File: config.mk
export PLATFORM = sky130hd
export DESIGN_NAME = aiv_rgb_expander
export DESIGN_NICKNAME = d
export VERILOG_FILES = /design/src/rtl/aiv_video_pkg.sv /design/src/rtl/aiv_skid_buffer.sv /design/src/rtl/aiv_rgb_expander.sv
export SDC_FILE = /design/constraint.sdc
export NUM_CORES = 1
export LEC_CHECK = 0
export BUFFER_PORTS_ARGS = -buffer_cell sky130_fd_sc_hd__buf_2
export CAP_MARGIN = 10
export CORE_UTILIZATION = 40
export DETAILED_ROUTE_END_ITERATION = 6
export GPL_TIMING_DRIVEN = 0
export PLACE_DENSITY_LB_ADDON = 0.12
export SLEW_MARGIN = 40
export SYNTH_ARGS = -nofsm -noshare
export SYNTH_HDL_FRONTEND = slang
export SYNTH_SLANG_ARGS = --single-unit
export TNS_END_PERCENT = 100
File: constraint.sdc
create_clock -name clk -period 2.15 [get_ports clk]
set_input_delay 0.3225 -clock clk [delete_from_list [all_inputs] [get_ports clk]]
set_output_delay 0.3225 -clock clk [all_outputs]
set_load 0.01 [all_outputs]
File: src/rtl/aiv_video_pkg.sv
// Shared video definitions: pixel conversion modes and per-channel width limits
// used by the RGB expander and its parameter checks.
package aiv_video_pkg;

    typedef enum logic [1:0] {
        MODE_REPLICATE = 2'd0,
        MODE_PAD       = 2'd1,
        MODE_THRESHOLD = 2'd2,
        MODE_BLANK     = 2'd3
    } aiv_mode_e;

    localparam int IN_BITS_MIN  = 1;
    localparam int IN_BITS_MAX  = 8;
    localparam int OUT_BITS_MAX = 10;
    localparam int CHANNELS_MIN = 1;
    localparam int CHANNELS_MAX = 4;

    // Pixels allowed in flight while the sink is stalled (conversion stage + skid).
    localparam int STALL_DEPTH = 3;

    function automatic logic params_legal(input int in_bits, input int out_bits,
                                          input int channels);
        return (in_bits >= IN_BITS_MIN) && (in_bits <= IN_BITS_MAX) &&
               (out_bits >= in_bits) && (out_bits <= OUT_BITS_MAX) &&
               (channels >= CHANNELS_MIN) && (channels <= CHANNELS_MAX);
    endfunction

endpackage

File: src/rtl/aiv_skid_buffer.sv
// Two-entry skid buffer; the head entry doubles as the output register so
// m_data/m_valid come straight from flops and hold steady while m_ready is low.
module aiv_skid_buffer #(
    parameter int WIDTH = 8
) (
    input  logic             clk,
    input  logic             rst_n,
    input  logic             s_valid,
    output logic             s_ready,
    input  logic [WIDTH-1:0] s_data,
    output logic             m_valid,
    input  logic             m_ready,
    output logic [WIDTH-1:0] m_data
);

    logic [WIDTH-1:0] head_q;
    logic [WIDTH-1:0] tail_q;
    logic [1:0]       count_q;
    logic             push;
    logic             pop;

    // Full buffer can still take a word on the same edge the head leaves.
    assign s_ready = (count_q != 2'd2) || m_ready;
    assign m_valid = (count_q != 2'd0);
    assign m_data  = head_q;
    assign push    = s_valid && s_ready;
    assign pop     = m_valid && m_ready;

    always_ff @(posedge clk or negedge rst_n) begin
        if (!rst_n) begin
            head_q  <= '0;
            tail_q  <= '0;
            count_q <= 2'd0;
        end else begin
            case ({push, pop})
                2'b10: begin
                    if (count_q == 2'd0) begin
                        head_q <= s_data;
                    end else begin
                        tail_q <= s_data;
                    end
                    count_q <= count_q + 2'd1;
                end
                2'b01: begin
                    if (count_q == 2'd2) begin
                        head_q <= tail_q;
                    end
                    count_q <= count_q - 2'd1;
                end
                2'b11: begin
                    if (count_q == 2'd1) begin
                        head_q <= s_data;
                    end else begin
                        head_q <= tail_q;
                        tail_q <= s_data;
                    end
                end
                default: begin
                end
            endcase
        end
    end

endmodule

File: src/rtl/aiv_rgb_expander.sv
// Per-channel colour depth expander: sample register -> conversion register -> skid buffer.
// Optional half-bright dimming input in_dim is built when AIV_RGB_EXPANDER_DIM_EN is defined.
module aiv_rgb_expander
    import aiv_video_pkg::*;
#(
    parameter int IN_BITS  = 1,
    parameter int OUT_BITS = 6,
    parameter int CHANNELS = 3
) (
    input  logic                         clk,
    input  logic                         rst_n,
    input  logic                         in_valid,
    output logic                         in_ready,
    input  logic [CHANNELS*IN_BITS-1:0]  in_data,
    input  logic [1:0]                   in_mode,
`ifdef AIV_RGB_EXPANDER_DIM_EN
    input  logic                         in_dim,
`endif
    output logic                         out_valid,
    input  logic                         out_ready,
    output logic [CHANNELS*OUT_BITS-1:0] out_data
);

    localparam int IW = CHANNELS * IN_BITS;
    localparam int OW = CHANNELS * OUT_BITS;

    if (!params_legal(IN_BITS, OUT_BITS, CHANNELS)) begin : g_bad_params
        $error("aiv_rgb_expander: illegal IN_BITS/OUT_BITS/CHANNELS combination");
    end

    logic            s0_valid;
    logic [IW-1:0]   s0_data;
    aiv_mode_e       s0_mode;
`ifdef AIV_RGB_EXPANDER_DIM_EN
    logic            s0_dim;
`endif
    logic            s1_valid;
    logic [OW-1:0]   s1_data;
    logic [OW-1:0]   conv_data;
    logic            sb_ready;
    logic            in_ready_q;
    logic [2:0]      occ_q;
    logic [2:0]      occ_next;
    logic            accept;
    logic            emit;
    logic            s0_adv;
    logic            s1_adv;
    logic            s1_free;
    logic            in_ready_d;

    assign in_ready = in_ready_q;
    assign accept   = in_valid && in_ready_q;
    assign emit     = out_valid && out_ready;
    assign s1_adv   = s1_valid && sb_ready;
    assign s1_free  = !s1_valid || s1_adv;
    assign s0_adv   = s0_valid && s1_free;
    assign occ_next = occ_q + {2'b00, accept} - {2'b00, emit};

    // Keep one spare slot only while the sink is draining; a stalled sink caps the
    // pipeline at STALL_DEPTH, and the spare absorbs a pixel taken as out_ready drops.
    always_comb begin
        in_ready_d = 1'b0;
        if (occ_next < 3'(STALL_DEPTH)) begin
            in_ready_d = 1'b1;
        end else if ((occ_next == 3'(STALL_DEPTH)) && out_ready) begin
            in_ready_d = 1'b1;
        end
    end

    for (genvar c = 0; c < CHANNELS; c++) begin : g_ch
        logic [IN_BITS-1:0]  ch_in;
        logic [OUT_BITS-1:0] ch_rep;
        logic [OUT_BITS-1:0] ch_pad;
        logic [OUT_BITS-1:0] ch_conv;

        assign ch_in  = s0_data[c*IN_BITS +: IN_BITS];
        assign ch_pad = OUT_BITS'(ch_in) << (OUT_BITS - IN_BITS);

        for (genvar b = 0; b < OUT_BITS; b++) begin : g_rep
            assign ch_rep[OUT_BITS-1-b] = ch_in[IN_BITS-1-(b % IN_BITS)];
        end

        always_comb begin
            ch_conv = '0;
            case (s0_mode)
                MODE_REPLICATE: ch_conv = ch_rep;
                MODE_PAD:       ch_conv = ch_pad;
                MODE_THRESHOLD: ch_conv = (|ch_in) ? '1 : '0;
                default:        ch_conv = '0;
            endcase
`ifdef AIV_RGB_EXPANDER_DIM_EN
            if (s0_dim) begin
                ch_conv = ch_conv >> 1;
            end
`endif
        end

        assign conv_data[c*OUT_BITS +: OUT_BITS] = ch_conv;
    end

    // Accept only happens with occupancy <= STALL_DEPTH, which guarantees s0 is
    // empty or advancing on that edge.
    always_ff @(posedge clk or negedge rst_n) begin
        if (!rst_n) begin
            s0_valid   <= 1'b0;
            s0_data    <= '0;
            s0_mode    <= MODE_REPLICATE;
`ifdef AIV_RGB_EXPANDER_DIM_EN
            s0_dim     <= 1'b0;
`endif
            s1_valid   <= 1'b0;
            s1_data    <= '0;
            occ_q      <= 3'd0;
            in_ready_q <= 1'b0;
        end else begin
            if (accept) begin
                s0_data <= in_data;
                s0_mode <= aiv_mode_e'(in_mode);
`ifdef AIV_RGB_EXPANDER_DIM_EN
                s0_dim  <= in_dim;
`endif
            end
            if (accept) begin
                s0_valid <= 1'b1;
            end else if (s0_adv) begin
                s0_valid <= 1'b0;
            end
            if (s0_adv) begin
                s1_data  <= conv_data;
                s1_valid <= 1'b1;
            end else if (s1_adv) begin
                s1_valid <= 1'b0;
            end
            occ_q      <= occ_next;
            in_ready_q <= in_ready_d;
        end
    end

    aiv_skid_buffer #(
        .WIDTH (OW)
    ) u_skid (
        .clk     (clk),
        .rst_n   (rst_n),
        .s_valid (s1_valid),
        .s_ready (sb_ready),
        .s_data  (s1_data),
        .m_valid (out_valid),
        .m_ready (out_ready),
        .m_data  (out_data)
    );

endmodule

==> flow_summary.toml <==
[global_route]
grt_antenna_before_repair = 0
number_of_global_route_vias_before_repair = 1133
grt_start_max_net_pins = 32
gr-usage-all-layers_pct = 16.02
grt_pass1_wl_mm = 5.161
globalRoute.totalOverflow = 0

[placed_design]
gp_congestion = 0.7520
dp_cells = 213
portBuffers = 28
postPlaceCellArea_sq_um = 1807
pre_cts_slack_ps = -172.5
post_dp_hpwl_mm = 2.074

[critical_path]
startpoint_type_of_the_worst_setup_path = "flip-flop"
r2r-start = "u_skid.count_q[0]"
setup.worst_path.class = "flip-flop to flip-flop"
arrival_ps = 2300
rr_endpoint = "in_ready"
endpoint_kind = "flip-flop"
setup.worst_path.start = "u_skid.count_q[0]"
required_time_of_the_critical_path_ps = 2310
timing.reg2reg.setup_slack_ps = 10
r2r.worst_path.cells = 12
crit_fanout = 4

[floorplan]
core_sq_um = 3744
die_area_sq_um = 4254
die-width_microns = 65.23
start_util_pct = 42.71
die-height_microns = 65.23
floorplan.rows = 22
ios = 29

[pwr]
worst_vdd_drop_mv = 0.7629
design_power_total_mw = 3.221
cellPowerDensity_nw_per_um2 = 1601
total_leakage_power_nw = 0.9640

[sta]
hold_viol_final = 0
achievable-frequency_ghz = 0.4675
unrepaired_setup_endpoints_after_global_routing = "yes"
relSlewSlack_pct = 55.18
setup_viol = 0
period_minus_slack_ps = 2139
period_share_pct = 99.49
holdWs_ps = 70.73
fin_setup_tns_ps = 0
slew_viol_final = 0
max_clock_skew_ps = 8.192
timing_worst_slew_pin_value_ps = 672.3
final_worst_setup_slack_ps = 10.89

[detailed_routing]
dr.pass1.iters = 4
routed_via_density = 4.881
via_count = 1108
routed_wirelength_mm = 2.855
drt-initial-drc-count = 42
drt.antenna.violating_nets = 0
wire_per_inst_microns = 12.58
drc = 0

[cells_and_area]
syn2layout_area_growth_pct = 25.82
fraction_of_layout_instances_using_a_drive_strength_above_1_pct = 50.84
fill_cells = 350
post-route-cell-area_sq_um = 2012
layout.cells.most_common = "dfrtp_1"
num-nets-final = 199
post-route-util_pct = 53.74
finish.cell_count_without_fillers = 227
antennaDiodeCount = 0
commonest_non_fill_non_tap_cells_in_the_layout = "31 x dfrtp_1, 29 x buf_2, 22 x buf_4"

[cts]
cts.sink_count = 31
clock_root_buffer_master = "clkbuf_8"
tritoncts = "done"
clock_tree.buffer_depth = 2
h-tree-depth = 2
cts_made_buffers = 5
path_clk_slew_ps = 60
worstSkewPairLatency_ps = 280

[yosys]
post_synth.cell_area_avg_sq_um = 11.67
synth.lib_cells_used.distinct = 24
syn_area_sq_um = 1599
synth_warnings = 0
synth-seq-area-share_pct = 48.51
mappedNetlistNets = 156
synth_instances = 137
ys_ff_latch = 31

[min_path]
worstHoldPathType = "input pin to async pin"

[run_status]
outcome = "complete, no violations"

[flow_run]
max_cap_viol_count = 0
## worst max-delay path, stage by stage, from the launching register on
cell	delay (ps)
dfrtp_1	370
inv_2	60
ha_4	170
nor2b_1	100
buf_4	140
ha_4	200
inv_4	50
ha_4	110
inv_2	30
fa_2	340
xnor2_2	230
xnor2_2	160
a21oi_1	60
## synth_stat cells
cell type,instances,area (sq um)
a211o_4,1,17.52
a21bo_2,3,30.03
a21oi_1,1,5.000
a31oi_1,12,75.07
and2_4,1,8.760
and3_1,1,6.260
buf_2,2,10.01
buf_4,12,90.09
clkbuf_1,1,3.750
dfrtp_1,31,775.7
fa_1,1,20.02
ha_1,9,112.6
inv_1,10,37.54
mux2_2,8,90.09
mux2_4,6,90.09
nand2_1,6,22.52
nand2b_1,3,18.77
nand3b_1,1,7.510
nand4_1,3,18.77
nor2_1,2,7.510
nor2b_1,5,31.28
o211ai_1,6,45.04
o21ai_0,8,40.04
xnor2_1,4,35.03
## how the worst max path moves through the flow
stage                             to  slack (ps)
floorplan                   in_ready           2
global placement            in_ready        -120
detailed placement          in_ready        -170
CTS                 u_skid.tail_q[4]           3
global route                in_ready        -100
finish                      in_ready          10
## cells by family after synthesis
group | share of synthesized area [%]
adder cells (fa/ha/maj) | 8.294
XOR/XNOR | 2.191
AO/OA/AOI/OAI | 13.30
buffers and inverters | 8.842
multiplexers | 11.27
AND/OR/NAND/NOR | 7.591
flip-flops | 48.51
## area by class of cell
class                      instances  area [sq um]  area share [%]
tap                               48         60.06           2.985
sequential                        31         775.7           38.56
multi-input combinational         81         749.5           37.25
buffer                            14         102.6           5.099
inverter                          10         43.79           2.177
timing repair buffer              37         207.7           10.32
clock buffer                       6         72.57           3.607
## what timing repair did
action,in CTS,in global routing
hold buffers,0,0
endpoints found under the setup margin,14,14
pin swaps,4,5
setup buffers,8,1
resized for setup,13,5
## flip-flops by register name (all words and copies together) (netlist names)
signal / count
s1_valid: 1
u_skid.m_data: 6
occ_q: 3
s0_mode: 2
u_skid.tail_q: 6
s0_data: 3
u_skid.count_q: 2
s1_data: 6
in_ready: 1
s0_valid: 1
## power breakdown
group	internal [mW]	switching, mW	leakage [nW]
logic	0.973	0.756	0.545
clock network	0.215	0.193	0.0371
registers	0.869	0.214	0.381
## layer usage
metal  routed length (microns)  vias up  track usage, %
li1                          -      548               -
met1                      1158      526           18.02
met2                      1506       27           28.48
met3                       131        7           3.646
met4                        58        0           7.337
met5                         0        -               0
Note: power is estimated with default switching activity, not from simulation.
